--- config.mk ---
export PLATFORM = sky130hd
export DESIGN_NAME = ram_initiator
export DESIGN_NICKNAME = d
export VERILOG_FILES = /design/src/rtl/ram_init_pkg.sv /design/src/rtl/ram_initiator.sv
export SDC_FILE = /design/constraint.sdc
export NUM_CORES = 1
export LEC_CHECK = 0
export CAP_MARGIN = 25
export CORE_UTILIZATION = 35
export CTS_BUF_LIST = sky130_fd_sc_hd__clkbuf_16
export DETAILED_ROUTE_END_ITERATION = 10
export PLACE_DENSITY = 0.66
export SLEW_MARGIN = 5
export SYNTH_ARGS = -nofsm -noshare
export SYNTH_HDL_FRONTEND = slang
export SYNTH_SLANG_ARGS = --single-unit
--- constraint.sdc ---
create_clock -name clk -period 4.8 [get_ports clk]
set_clock_uncertainty 0.05 [all_clocks]
set_input_delay 0.48 -clock clk [delete_from_list [all_inputs] [get_ports clk]]
set_output_delay 0.48 -clock clk [all_outputs]
set_load 0.005 [all_outputs]
--- src/rtl/ram_init_pkg.sv ---
// ---------------------------------------------------------------------------
// ram_init_pkg
// Purpose : Shared types and default sizes for the single-port byte RAM
//           bus master (ram_initiator).
// Contents: state_t     - transaction FSM states
//           DEF_*       - default widths/depth used as module parameter
//                         defaults
// ---------------------------------------------------------------------------
package ram_init_pkg;

  localparam int DEF_ADDR_W    = 8;
  localparam int DEF_DATA_W    = 8;
  localparam int DEF_MEM_DEPTH = 8;
  localparam int DEF_CNT_W     = 16;

  // One transaction in flight: IDLE accepts, WR/RD_* touch the RAM pins,
  // RSP holds the response until the requester takes it.
  typedef enum logic [2:0] {
    IDLE,
    WR,
    RD_ISSUE,
    RD_CAP,
    RSP
  } state_t;

endpackage : ram_init_pkg

--- src/rtl/ram_initiator.sv ---
// ---------------------------------------------------------------------------
// ram_initiator
// Purpose : Bus master for a single-port byte RAM with an RWn/raddr/waddr/
//           wdata/rdata interface. Accepts one read or write request on a
//           valid/ready port, drives the RAM pins, captures read data and
//           returns exactly one response per request on a valid/ready port.
//
// Ports   : clk, rst                 clock, async active-high reset
//           req_valid/req_ready      request handshake
//           req_write/addr/wdata     request payload (1 = write)
//           rsp_valid/rsp_ready      response handshake
//           rsp_rdata/rsp_err        response payload (err = out of range)
//           RWn/raddr/waddr/wdata    RAM control/address/data (RWn 1 = read)
//           rdata                    RAM read data
//           wr_count/rd_count/       completed writes, completed reads and
//           err_count                rejected requests (wrap-around)
// ---------------------------------------------------------------------------
module ram_initiator
  import ram_init_pkg::*;
#(
  parameter int ADDR_W    = DEF_ADDR_W,
  parameter int DATA_W    = DEF_DATA_W,
  parameter int MEM_DEPTH = DEF_MEM_DEPTH,
  parameter int CNT_W     = DEF_CNT_W
) (
  input  logic              clk,
  input  logic              rst,
  input  logic              req_valid,
  output logic              req_ready,
  input  logic              req_write,
  input  logic [ADDR_W-1:0] req_addr,
  input  logic [DATA_W-1:0] req_wdata,
  output logic              rsp_valid,
  input  logic              rsp_ready,
  output logic [DATA_W-1:0] rsp_rdata,
  output logic              rsp_err,
  output logic              RWn,
  output logic [ADDR_W-1:0] raddr,
  output logic [ADDR_W-1:0] waddr,
  output logic [DATA_W-1:0] wdata,
  input  logic [DATA_W-1:0] rdata,
  output logic [CNT_W-1:0]  wr_count,
  output logic [CNT_W-1:0]  rd_count,
  output logic [CNT_W-1:0]  err_count
);

  state_t             state_q,     state_d;
  logic               rwn_q,       rwn_d;
  logic [ADDR_W-1:0]  raddr_q,     raddr_d;
  logic [ADDR_W-1:0]  waddr_q,     waddr_d;
  logic [DATA_W-1:0]  wdata_q,     wdata_d;
  logic               rsp_valid_q, rsp_valid_d;
  logic [DATA_W-1:0]  rsp_rdata_q, rsp_rdata_d;
  logic               rsp_err_q,   rsp_err_d;
  logic [CNT_W-1:0]   wr_count_q,  wr_count_d;
  logic [CNT_W-1:0]   rd_count_q,  rd_count_d;
  logic [CNT_W-1:0]   err_count_q, err_count_d;

  logic addr_bad;

  // Compare at 32 bits so a depth equal to 2**ADDR_W does not wrap to zero.
  assign addr_bad = (32'(req_addr) >= 32'(MEM_DEPTH));

  // Next-state and next-output logic. Every register holds by default, so
  // the RAM address/data pins keep their last driven values while idle.
  always_comb begin
    state_d     = state_q;
    rwn_d       = rwn_q;
    raddr_d     = raddr_q;
    waddr_d     = waddr_q;
    wdata_d     = wdata_q;
    rsp_valid_d = rsp_valid_q;
    rsp_rdata_d = rsp_rdata_q;
    rsp_err_d   = rsp_err_q;
    wr_count_d  = wr_count_q;
    rd_count_d  = rd_count_q;
    err_count_d = err_count_q;

    unique case (state_q)
      IDLE: begin
        if (req_valid) begin
          if (addr_bad) begin
            // Rejected request: answer immediately, leave the RAM pins alone.
            state_d     = RSP;
            rsp_valid_d = 1'b1;
            rsp_err_d   = 1'b1;
            rsp_rdata_d = '0;
            err_count_d = err_count_q + CNT_W'(1);
          end else if (req_write) begin
            state_d = WR;
            waddr_d = req_addr;
            wdata_d = req_wdata;
            rwn_d   = 1'b0;
          end else begin
            state_d = RD_ISSUE;
            raddr_d = req_addr;
          end
        end
      end

      WR: begin
        // The RAM commits the write on this edge; drop back to read mode.
        rwn_d       = 1'b1;
        state_d     = RSP;
        rsp_valid_d = 1'b1;
        rsp_err_d   = 1'b0;
        rsp_rdata_d = '0;
        wr_count_d  = wr_count_q + CNT_W'(1);
      end

      RD_ISSUE: begin
        // RAM loads rdata on this edge; capturing it one cycle later avoids
        // racing the RAM's own update.
        state_d = RD_CAP;
      end

      RD_CAP: begin
        state_d     = RSP;
        rsp_valid_d = 1'b1;
        rsp_err_d   = 1'b0;
        rsp_rdata_d = rdata;
        rd_count_d  = rd_count_q + CNT_W'(1);
      end

      RSP: begin
        if (rsp_ready) begin
          state_d     = IDLE;
          rsp_valid_d = 1'b0;
        end
      end

      default: begin
        state_d = IDLE;
        rwn_d   = 1'b1;
      end
    endcase
  end

  // State and registered outputs. Reset is asynchronous so RWn returns to
  // read mode at once, aborting a write that has not yet reached its edge.
  always_ff @(posedge clk or posedge rst) begin
    if (rst) begin
      state_q     <= IDLE;
      rwn_q       <= 1'b1;
      raddr_q     <= '0;
      waddr_q     <= '0;
      wdata_q     <= '0;
      rsp_valid_q <= 1'b0;
      rsp_rdata_q <= '0;
      rsp_err_q   <= 1'b0;
      wr_count_q  <= '0;
      rd_count_q  <= '0;
      err_count_q <= '0;
    end else begin
      state_q     <= state_d;
      rwn_q       <= rwn_d;
      raddr_q     <= raddr_d;
      waddr_q     <= waddr_d;
      wdata_q     <= wdata_d;
      rsp_valid_q <= rsp_valid_d;
      rsp_rdata_q <= rsp_rdata_d;
      rsp_err_q   <= rsp_err_d;
      wr_count_q  <= wr_count_d;
      rd_count_q  <= rd_count_d;
      err_count_q <= err_count_d;
    end
  end

  assign req_ready = (state_q == IDLE);
  assign rsp_valid = rsp_valid_q;
  assign rsp_rdata = rsp_rdata_q;
  assign rsp_err   = rsp_err_q;
  assign RWn       = rwn_q;
  assign raddr     = raddr_q;
  assign waddr     = waddr_q;
  assign wdata     = wdata_q;
  assign wr_count  = wr_count_q;
  assign rd_count  = rd_count_q;
  assign err_count = err_count_q;

endmodule : ram_initiator

==> After elaboration in Yosys (flattened, before gate mapping) <==
Index checks and enable logic that the tools add are counted.
{ "word_totals": {"regBits": 86, "word_cells": 58} }
{ "classes": {"n_addsub": 3, "magnitude_cmp": 1, "eq_ne": 9, "muxes": 17, "bitwise": 3, "n_reduce_logical": 14} }
{ "op_table": {"columns": ["operator", "n"], "rows": [
  ["adder 16 x 1 -> 16 bit (second input constant)", 3],
  ["one-hot mux 8 bit (3 select lines)", 1],
  ["two-way mux 8 bit", 2],
  ["AND reduction 4 bit", 4],
  ["one-hot mux 3 bit (4 select lines)", 1],
  ["two-way mux 3 bit", 3],
  ["AND reduction 3 bit", 3],
  ["greater-or-equal comparator 8 x 4 -> 1 bit (second input constant)", 1],
  ["equality test 3 x 2 -> 1 bit (second input constant)", 2],
  ["two-way mux 1 bit", 6],
  ["inequality test 2 bit (second input constant)", 3],
  ["nonzero test 3 bit", 2],
  ["inequality test 2 x 1 -> 1 bit (second input constant)", 2],
  ["one-hot mux 1 bit (2 select lines)", 2],
  ["equality test 3 x 1 -> 1 bit (second input constant)", 1],
  ["equality test 3 bit (second input constant)", 1],
  ["logical NOT 3 bit", 1],
  ["NOT 1 bit", 3],
  ["one-hot mux 1 bit (3 select lines)", 1],
  ["OR reduction 3 bit", 1],
  ["two-way mux 2 bit", 1],
  ["AND reduction 2 bit", 1],
  ["nonzero test 2 bit", 1],
  ["OR reduction 2 bit", 1]
]} }

==> Logic depth before layout (Yosys ltp) <==
Gate-level depths: netlist of the first run.
{ "logic_depth": {"ltp_word": 4, "mapped_depth": 6, "depth_no_buf": 5} }

==> Worst setup path before layout of the first run <==
No wires, ideal clock.
{ "synth_timing": {"kind": "input to register", "startpoint": "input req_addr[7]", "endpoint": "register wdata_q[0] (netlist: wdata[0])", "setup_time_ps": 125, "arrival_time_ps": 1726, "t_required_ps": 4625, "setup_slack_ps": 2899, "path_stages": 5, "cell_sequence": "nor3_2 > and2_1 > nand4_4 > buf_2 > mux2_2"} }
{ "synth_between": {"elab_chain_cells": 3} }
{ "synth_rtl": {"columns": ["item", "line", "text"], "rows": [
  ["start, declared", "ram_initiator.sv:31", "input logic [ADDR_W-1:0] req_addr,"],
  ["greater-or-equal comparator 8 x 4 -> 1 bit", "ram_initiator.sv:62", "assign addr_bad = (32'(req_addr) >= 32'(MEM_DEPTH));"],
  ["NOT 1 bit (no line)", null, null],
  ["AND reduction 4 bit (no line)", null, null],
  ["end signal, assigned", "ram_initiator.sv:159", "wdata_q <= wdata_d;"],
  ["end, declared", "ram_initiator.sv:51", "logic [DATA_W-1:0] wdata_q, wdata_d;"]
]} }
Every way passes these cells.
A chain may end at the register's enable or synchronous reset.

==> Worst setup path after layout of the first run <==
{ "layout_timing": {"startpoint": "register state_q[0]", "endpoint": "output req_ready"} }
{ "layout_between": {"elab_chain_cells": 1} }
{ "layout_rtl": {"columns": ["item", "line", "text"], "rows": [
  ["start, declared", "ram_initiator.sv:47", "state_t state_q, state_d;"],
  ["start signal, assigned", "ram_initiator.sv:155", "state_q <= state_d;"],
  ["logical NOT 3 bit", "ram_initiator.sv:169", "assign req_ready = (state_q == IDLE);"],
  ["end, declared", "ram_initiator.sv:29", "output logic req_ready,"]
]} }
Every way passes these cells.

==> flow_metrics.py, run 1 <==
metrics = {
    "timing": {
        "period_share": 0.5111,
        "slew_viol_final": 0,
        "setup_viol_count_final": 0,
        "slew_headroom": 0.5145,
        "rsz0062_at_grt": "no",
        "final.setup.tns_ns": 0,
        "worst_slew_pin_slew_ns": 0.7234,
        "fin_ws_ns": 2.347,
        "max_freq_mhz": 407.6,
        "hold_viol_final": 0,
        "finalCriticalPeriod_ns": 2.454,
    },
    "detailed_routing": {
        "drt_iter0_drc": 51,
        "viasPerCell": 4.726,
        "drt_first_pass_iters": 4,
        "drt_wl_total_microns": 7381,
        "vias": 2519,
        "wire_per_inst_microns": 13.85,
        "drcViolationCount": 0,
        "ant_nets": 0,
    },
    "setup_path": {
        "crit_required_ns": 4.27,
        "start_kind": "flop",
        "cpPeakStageDelay_ns": 0.63,
        "worstSetupPathType": "flop to output port",
        "end_kind": "output port",
        "crit_chain": "nor3_1 -> clkdlybuf4s50_1",
        "critPathMaxFanout": 10,
        "cp.arrival_ns": 1.92,
        "critical_path.slowest_cell": "clkdlybuf4s50_1",
    },
    "yosys": {
        "synthesis.instances": 278,
        "ys_types": 34,
        "synth_nets": 310,
        "syn_area_sq_mm": 0.003541,
        "ys_ff_latch": 86,
        "synthFlopType": "dfrtp_1",
        "yosysSeqAreaShare": 0.6081,
        "ys_async_sr_fraction": 1.000,
        "synth_edf_count": 0,
        "avgSynthCellArea_sq_um": 12.74,
        "yosysWarnings": 0,
    },
    "final_layout": {
        "finalNonFillerCells": 533,
        "areaGrowthSynthToFinish_pct": 45.58,
        "final_area_sq_mm": 0.005155,
        "multi_input_area_sq_mm": 0.001324,
        "num-fill-cells": 873,
        "regArea_sq_mm": 0.002153,
        "drive_above_1_share": 0.1025,
        "nets": 427,
        "diodes": 0,
    },
    "clock_network": {
        "clk_pin_slew_worst_paths_ns": 0.06,
        "post-cts-setup-buffers": 0,
        "clock_latency_ns": 0.33,
        "hold_buffers": 0,
        "cts_buffers": 9,
        "cts_root_buffer": "clkbuf_16",
        "cts_tree": "yes",
        "clock-sinks": 86,
        "htree_levels": 3,
        "cts_resized": 0,
        "clockBufferDepth": 2,
    },
    "run_status": {
        "outcome": "finished clean",
    },
    "floorplanning": {
        "dieArea_sq_mm": 0.01052,
        "core.rowCount": 36,
        "die_width_microns": 102.6,
        "start_util": 0.3623,
        "ios": 113,
        "core_area_sq_mm": 0.009774,
        "die_h_microns": 102.6,
    },
    "power": {
        "ir_worst_vdd_v": 0.0001608,
        "p_per_area_mw_per_mm2": 360.7,
        "leakage_nw": 2.286,
    },
    "run": {
        "cap_violations": 0,
    },
    "grt": {
        "grt_overflow": 0,
        "grt_max_degree": 54,
        "grt_pass1_vias": 2502,
        "antenna_found_initial": 0,
        "grt_usage": 0.1484,
        "grt_pass1_wl_microns": 11940,
    },
    "placed_design": {
        "place_area_sq_mm": 0.004796,
        "pre_cts_ws_ns": 2.228,
        "hpwl_microns": 5248,
        "place_inst": 516,
        "gp_congestion": 0.6903,
        "portBuffers": 112,
    },
    "min_path": {
        "hp-class": "primary input to asynchronous set/reset pin",
    },
}
critical path: cells and delay by family, from the launching register on:
family,cells,cell delay [ns]
buffers and inverters,1,0.63
and+or+nand+nor,1,0.48
DFF,1,0.48
where the power goes:
group	internal [mW]	total (mW)	switching (mW)	leakage (nW)
clock network	0.506	0.782	0.276	0.164
registers	0.781	0.836	0.0546	1.17
logic	0.155	0.242	0.0870	0.951
synthesized netlist by cell type, types with 2 or more instances:
cell | number | area share
buf_2 | 3 | 0.0042
xor2_1 | 12 | 0.030
and4_1 | 4 | 0.0099
inv_1 | 6 | 0.0064
nor3_1 | 5 | 0.0071
and3_1 | 9 | 0.016
mux2_2 | 17 | 0.054
clkbuf_1 | 4 | 0.0042
a31oi_1 | 2 | 0.0035
and2_1 | 13 | 0.023
nand4_1 | 15 | 0.027
ha_1 | 3 | 0.011
xnor2_1 | 33 | 0.082
nor2_1 | 9 | 0.0095
nand3_1 | 10 | 0.014
and3b_1 | 2 | 0.0049
a22o_1 | 8 | 0.020
dfrtp_1 | 85 | 0.60
a21oi_1 | 4 | 0.0057
nand2_1 | 20 | 0.021
state kept, by name, indices dropped and copies added, names as in the netlist:
signal / flops
RWn: 1
err_count: 16
raddr: 8
rd_count: 16
rsp_err: 1
rsp_rdata: 8
rsp_valid: 1
state_q: 3
waddr: 8
wdata: 8
wr_count: 16
final cells by class:
class                   count  share of cell area
multi-input cells         178              0.2568
well taps                 133             0.03228
clock inverters             7             0.02209
clock buffers               9             0.04369
inverters                   6            0.004612
flip-flops and latches     86              0.4177
repair buffers            114              0.2228
through the flow:
step	utilization	hold slack, ns	power [mW]
detailed placement	0.4907	0.4106	1.092
global route	0.5274	0.4438	1.948
global placement	0.4907	0.4060	1.088
CTS	0.5253	0.4217	1.885
finish	0.5274	0.4170	1.859
floorplan	-	0.4147	0.9349
kinds of logic after synthesis:
kind of cell	synth area share
DFF	0.6081
adders and majority gates	0.01060
xor gates and xnor gates	0.1113
buffers and inverters	0.01802
AOI/OAI and AO/OA	0.04417
muxes	0.05406
and+or+nand+nor	0.1537
layout by cell type (no fill, tap or decap), types with 2 or more instances in the layout:
cell and n:
xnor2_1 33, nor2_1 9, ha_1 3, a22o_1 8, nor3_1 5, and3b_1 2
a31oi_1 2, bufinv_16 3, and2_1 13, nand3_1 10, clkdlybuf4s50_1 112, dfrtp_1 85
and4_1 4, and3_1 9, mux2_2 17, nand2_1 20, nand4_1 15, xor2_1 12
clkbuf_16 9, a21oi_1 4, inv_1 6
routing by layer:
layer	global-route usage	share of wire	up-vias
li1	-	-	1199
met2	0.2133	0.44	75
met4	0.07253	0.024	0
met3	0.05085	0.072	15
met1	0.1997	0.47	1230
met5	0	0	-
final timing paths:
check,startpoint,to,slack [ns],cells after the start
min in group clk,err_count[15],err_count[15],0.42,1
worst max register to register,state_q[0],rd_count[14],2.80,4
worst max-delay path,state_q[0],req_ready,2.35,2
worst min-delay path,rst,rd_count[15],0.42,2
max in group asynchronous,rst,RWn,3.25,4
worst min register to register,err_count[15],err_count[15],0.42,1
No activity file was read; power rests on OpenSTA's default activity.
==> inputs of run 2 (changes only) <==
--- a/config.mk
+++ b/config.mk
@@ -9,7 +9,7 @@
 export CORE_UTILIZATION = 35
 export CTS_BUF_LIST = sky130_fd_sc_hd__clkbuf_16
 export DETAILED_ROUTE_END_ITERATION = 10
-export PLACE_DENSITY = 0.66
+export PLACE_DENSITY = 0.69
 export SLEW_MARGIN = 5
 export SYNTH_ARGS = -nofsm -noshare
 export SYNTH_HDL_FRONTEND = slang
==> constraint.sdc (replaced) <==
create_clock -name clk -period 2.1 [get_ports clk]
set_clock_uncertainty 0.05 [all_clocks]
set_input_delay 0.21 -clock clk [delete_from_list [all_inputs] [get_ports clk]]
set_output_delay 0.21 -clock clk [all_outputs]
set_load 0.005 [all_outputs]
==> run 2 against run 1 <==
Net effect: die area stayed put; critical path type unchanged; critical endpoint unchanged; register-to-register slack worse by 2.5 ns; global-route usage is 0.095 points higher; flip-flop and latch count stayed put.
==> flow_metrics.py, run 2 (synthesis results as in run 1) <==
metrics = {
    "clock_network": {
        "clock_latency_ns": 0.33,
        "hold_buffers": 0,
        "cts_root_buffer": "clkbuf_16",
        "cts_resized": 0,
        "cts_buffers": 9,
        "clock-sinks": 86,
        "clk_pin_slew_worst_paths_ns": 0.06,
        "htree_levels": 3,
        "cts_tree": "yes",
        "clockBufferDepth": 2,
        "post-cts-setup-buffers": 0,
    },
    "floorplanning": {
        "die_width_microns": 102.6,
        "dieArea_sq_mm": 0.01052,
        "core_area_sq_mm": 0.009774,
        "die_h_microns": 102.6,
        "start_util": 0.3623,
        "core.rowCount": 36,
        "ios": 113,
    },
    "grt": {
        "grt_overflow": 0,
        "grt_pass1_wl_microns": 12090,
        "grt_usage": 0.1494,
        "grt_pass1_vias": 2515,
        "grt_max_degree": 87,
        "antenna_found_initial": 0,
    },
    "placed_design": {
        "hpwl_microns": 5278,
        "portBuffers": 112,
        "gp_congestion": 0.7174,
    },
    "timing": {
        "setup_viol_count_final": 0,
        "whs_ns": 0.2945,
        "rsz0062_at_grt": "no",
        "final.setup.tns_ns": 0,
        "hold_viol_final": 0,
        "slew_headroom": 0.6853,
        "finalCriticalPeriod_ns": 1.988,
        "period_share": 0.9465,
        "worst_slew_pin_slew_ns": 0.4720,
        "slew_viol_final": 0,
        "max_freq_mhz": 503.1,
    },
    "final_layout": {
        "final_cell_mix": "clkdlybuf4s50_1, dfrtp_1, xnor2_1",
        "drive_above_1_share": 0.1217,
        "num-fill-cells": 868,
        "diodes": 0,
        "areaGrowthSynthToFinish_pct": 47.10,
        "nets": 438,
        "mostFrequentLayoutCell": "clkdlybuf4s50_1",
    },
    "run_status": {
        "outcome": "finished clean",
    },
    "power": {
        "internal_power_mw": 3.186,
        "leakage_nw": 2.332,
        "p_per_area_mw_per_mm2": 793.4,
        "ir_worst_vdd_v": 0.0004267,
        "switching_share": 0.2290,
        "power_frac_comb": 0.143,
        "power_frac_clock": 0.396,
        "p_switching_uw": 946.2,
        "pwr-share-seq": 0.461,
    },
    "setup_path": {
        "end_kind": "output port",
        "start_kind": "flop",
        "cp.arrival_ns": 1.73,
        "crit_chain": "buf_4 -> nor3_1 -> buf_4 -> clkdlybuf4s50_1",
        "cpMostUsedCell": "buf_4",
        "crit_required_ns": 1.84,
        "critPathMaxFanout": 7,
        "cpPeakStageDelay_ns": 0.52,
        "worstSetupPathType": "flop to output port",
        "critical_path.slowest_cell": "clkdlybuf4s50_1",
    },
    "detailed_routing": {
        "drt_first_pass_iters": 4,
        "vias": 2553,
        "drcViolationCount": 0,
        "drt_wl_total_microns": 7432,
        "viasPerCell": 4.693,
        "wire_per_inst_microns": 13.66,
        "ant_nets": 0,
        "drt_iter0_drc": 80,
    },
    "min_path": {
        "hp-class": "primary input to asynchronous set/reset pin",
    },
    "run": {
        "cap_violations": 0,
    },
}
## run 2: layer usage
layer	global-route usage	share of wire	vias up
met5	0	0	-
met4	0.04615	0.016	0
met3	0.06576	0.079	9
met2	0.2149	0.45	75
met1	0.2019	0.46	1246
li1	-	-	1223
## run 2: power groups by stage
stage               combinational (mW)  sequential [mW]  clock [mW]
floorplan                        0.211             1.93           0
global placement                 0.585             1.93           0
detailed placement               0.598             1.93           0
CTS                              0.601             1.91        1.69
global route                     0.646             1.93        1.76
finish                           0.591             1.91        1.64
## run 2: final cells by class
class,count,area [sq um],area share
tap,133,166.4,0.03195
clock inverter,7,82.58,0.01585
multi-input combinational,178,1324,0.2541
sequential,86,2153,0.4134
timing repair buffer,125,1231,0.2364
clock buffer,9,225.2,0.04324
inverter,6,26.28,0.005044
## run 2: worst max-delay path, delay by kind of cell (launching register included)
kind,cells,cell delay (ns)
and+or+nand+nor,1,0.18
buffers and inverters,3,0.84
DFF,1,0.38
## run 2: worst paths after layout
path                            slack (ns)           end    startpoint  depth (start not counted)
worst max register to register        0.29  err_count[6]    state_q[2]                          4
worst max-delay path                  0.11     req_ready    state_q[2]                          4
worst min register to register        0.42  wr_count[15]  wr_count[15]                          1
worst min-delay path                  0.29      waddr[0]           rst                          3
max in group asynchronous             1.28           RWn           rst                          3
min in group clk                      0.42  wr_count[15]  wr_count[15]                          1
## run 2: metrics by stage
step	total power, mW	setup WS [ns]	instance area (sq um)	util	instances
after floorplan	2.137	0.2125	3545	-	278
after global placement	2.515	0.08271	4901	0.5014	528
after detailed placement	2.533	0.009926	4901	0.5014	528
after CTS	4.194	0.09039	5209	0.5329	544
after global routing	4.339	0.04827	5209	0.5329	544
final	4.132	0.1123	5209	0.5329	544
==> inputs of run 3 (changes only) <==
--- a/config.mk
+++ b/config.mk
@@ -10,6 +10,7 @@
 export CTS_BUF_LIST = sky130_fd_sc_hd__clkbuf_16
 export DETAILED_ROUTE_END_ITERATION = 10
 export PLACE_DENSITY = 0.69
+export REMOVE_ABC_BUFFERS = 1
 export SLEW_MARGIN = 5
 export SYNTH_ARGS = -nofsm -noshare
 export SYNTH_HDL_FRONTEND = slang
==> run 3 against run 2 <==
Net effect: setup slack better by 0.022 ns; routed wire length up 1.9%; non-clock buffer count unchanged; utilization up 0.38 points; hold slack worse by 0.15 ns; critical path depth down 2; highest routed layer unchanged.
==> flow_metrics.py, run 3 (synthesis results as in run 1) <==
metrics = {
    "floorplanning": {
        "core.rowCount": 36,
        "ios": 113,
        "core_area_sq_mm": 0.009774,
        "die_h_microns": 102.6,
        "die_width_microns": 102.6,
        "start_util": 0.3623,
        "dieArea_sq_mm": 0.01052,
    },
    "detailed_routing": {
        "drt_first_pass_iters": 4,
        "drt_iter0_drc": 66,
        "viasPerCell": 4.645,
        "ant_nets": 0,
        "wire_per_inst_microns": 13.94,
        "vias": 2522,
        "drcViolationCount": 0,
        "drt_wl_total_microns": 7570,
    },
    "placed_design": {
        "hpwl_microns": 5496,
        "gp_congestion": 0.7159,
        "place_area_sq_mm": 0.004898,
        "portBuffers": 112,
    },
    "timing": {
        "max_freq_mhz": 508.7,
        "setup_viol_count_final": 0,
        "whs_ns": 0.1428,
        "period_share": 0.9361,
        "worst_slew_pin_slew_ns": 0.4354,
        "finalCriticalPeriod_ns": 1.966,
        "rsz0062_at_grt": "no",
        "slew_headroom": 0.7094,
        "final.setup.tns_ns": 0,
        "hold_viol_final": 0,
        "slew_viol_final": 0,
    },
    "final_layout": {
        "final_cell_mix": "clkdlybuf4s50_1, dfrtp_1, xnor2_1",
        "mostFrequentLayoutCell": "clkdlybuf4s50_1",
        "final_area_sq_mm": 0.005246,
        "nets": 438,
        "diodes": 0,
        "drive_above_1_share": 0.1317,
        "num-fill-cells": 892,
        "final_core_util": 0.5367,
        "areaGrowthSynthToFinish_pct": 48.16,
    },
    "clock_network": {
        "htree_levels": 3,
        "hold_buffers": 0,
        "clock-sinks": 86,
        "clockBufferDepth": 2,
        "clock_latency_ns": 0.33,
        "cts_root_buffer": "clkbuf_16",
        "clk_pin_slew_worst_paths_ns": 0.06,
        "cts_buffers": 9,
        "cts_tree": "yes",
    },
    "setup_path": {
        "crit_required_ns": 1.84,
        "end_kind": "output port",
        "r2r_end": "err_count[6]",
        "critPathMaxFanout": 8,
        "cp.arrival_ns": 1.71,
        "r2r_setup_slack_ns": 0.15,
        "crit_end": "req_ready",
        "worstSetupPathType": "flop to output port",
        "crit_path_start": "state_q[2]",
        "r2r_start": "state_q[2]",
        "reg2reg_depth": 4,
        "start_kind": "flop",
    },
    "grt": {
        "grt_overflow": 0,
        "grt_pass1_vias": 2460,
        "antenna_found_initial": 0,
        "grt_max_degree": 44,
        "grt_usage": 0.1530,
        "grt_pass1_wl_microns": 12290,
    },
    "power": {
        "p_per_area_mw_per_mm2": 817.8,
        "leakage_nw": 2.343,
        "ir_worst_vdd_v": 0.0004255,
        "total_power_mw": 4.290,
    },
    "run_status": {
        "outcome": "finished clean",
    },
    "min_path": {
        "hp-class": "primary input to asynchronous set/reset pin",
    },
    "run": {
        "cap_violations": 0,
    },
}
run 3: layout make-up:
type,count,area [sq um],area share
timing repair buffer,125,1231,0.2347
clock inverter,6,111.4,0.02123
inverter,6,23.77,0.004531
clock buffer,9,225.2,0.04293
sequential,86,2153,0.4104
tap,133,166.4,0.03172
multi-input combinational,178,1335,0.2545
run 3: worst min path at each step:
stage                         endpoint          from  slack [ns]  depth (start not counted)
after global routing          waddr[5]           rst        0.18                          2
after global placement    rd_count[15]  rd_count[15]        0.41                          1
final                         waddr[5]           rst        0.14                          2
after CTS                     wdata[3]           rst        0.15                          2
after detailed placement  wr_count[15]  wr_count[15]        0.42                          1
after floorplan             state_q[2]     rsp_ready        0.24                          1
run 3: critical path, stage by stage (launching register included):
cell and delay (ns):
dfrtp_1 0.48, nor3_4 0.31, clkdlybuf4s50_1 0.58
run 3: layer usage:
layer  global-route usage  vias to the layer above  wire length (microns)
met5                    0                        -                      0
met4              0.03956                        0                     57
met3              0.05763                        6                    552
met2               0.2390                       67                   3499
met1               0.2003                     1232                   3461
li1                     -                     1217                      -
run 3: timing repair:
action | in CTS | in global routing
setup endpoints to repair | 1 | 1
pin swaps | 0 | 0
setup buffers | 0 | 0
resized for setup | 1 | 1
run 3: stage by stage:
step / setup WS (ns) / instances
after floorplan: -0.3802 / 270
after CTS: 0.04351 / 543
after detailed placement: 0.04373 / 528
after global routing: 0.03503 / 543
final: 0.1343 / 543
after global placement: 0.08174 / 528
run 3: power by group:
group / switching, mW / total [mW] / internal, mW
Combinational: 0.203 / 0.573 / 0.371
Sequential: 0.132 / 1.92 / 1.79
Clock: 0.644 / 1.80 / 1.16
Total: 0.978 / 4.29 / 3.31
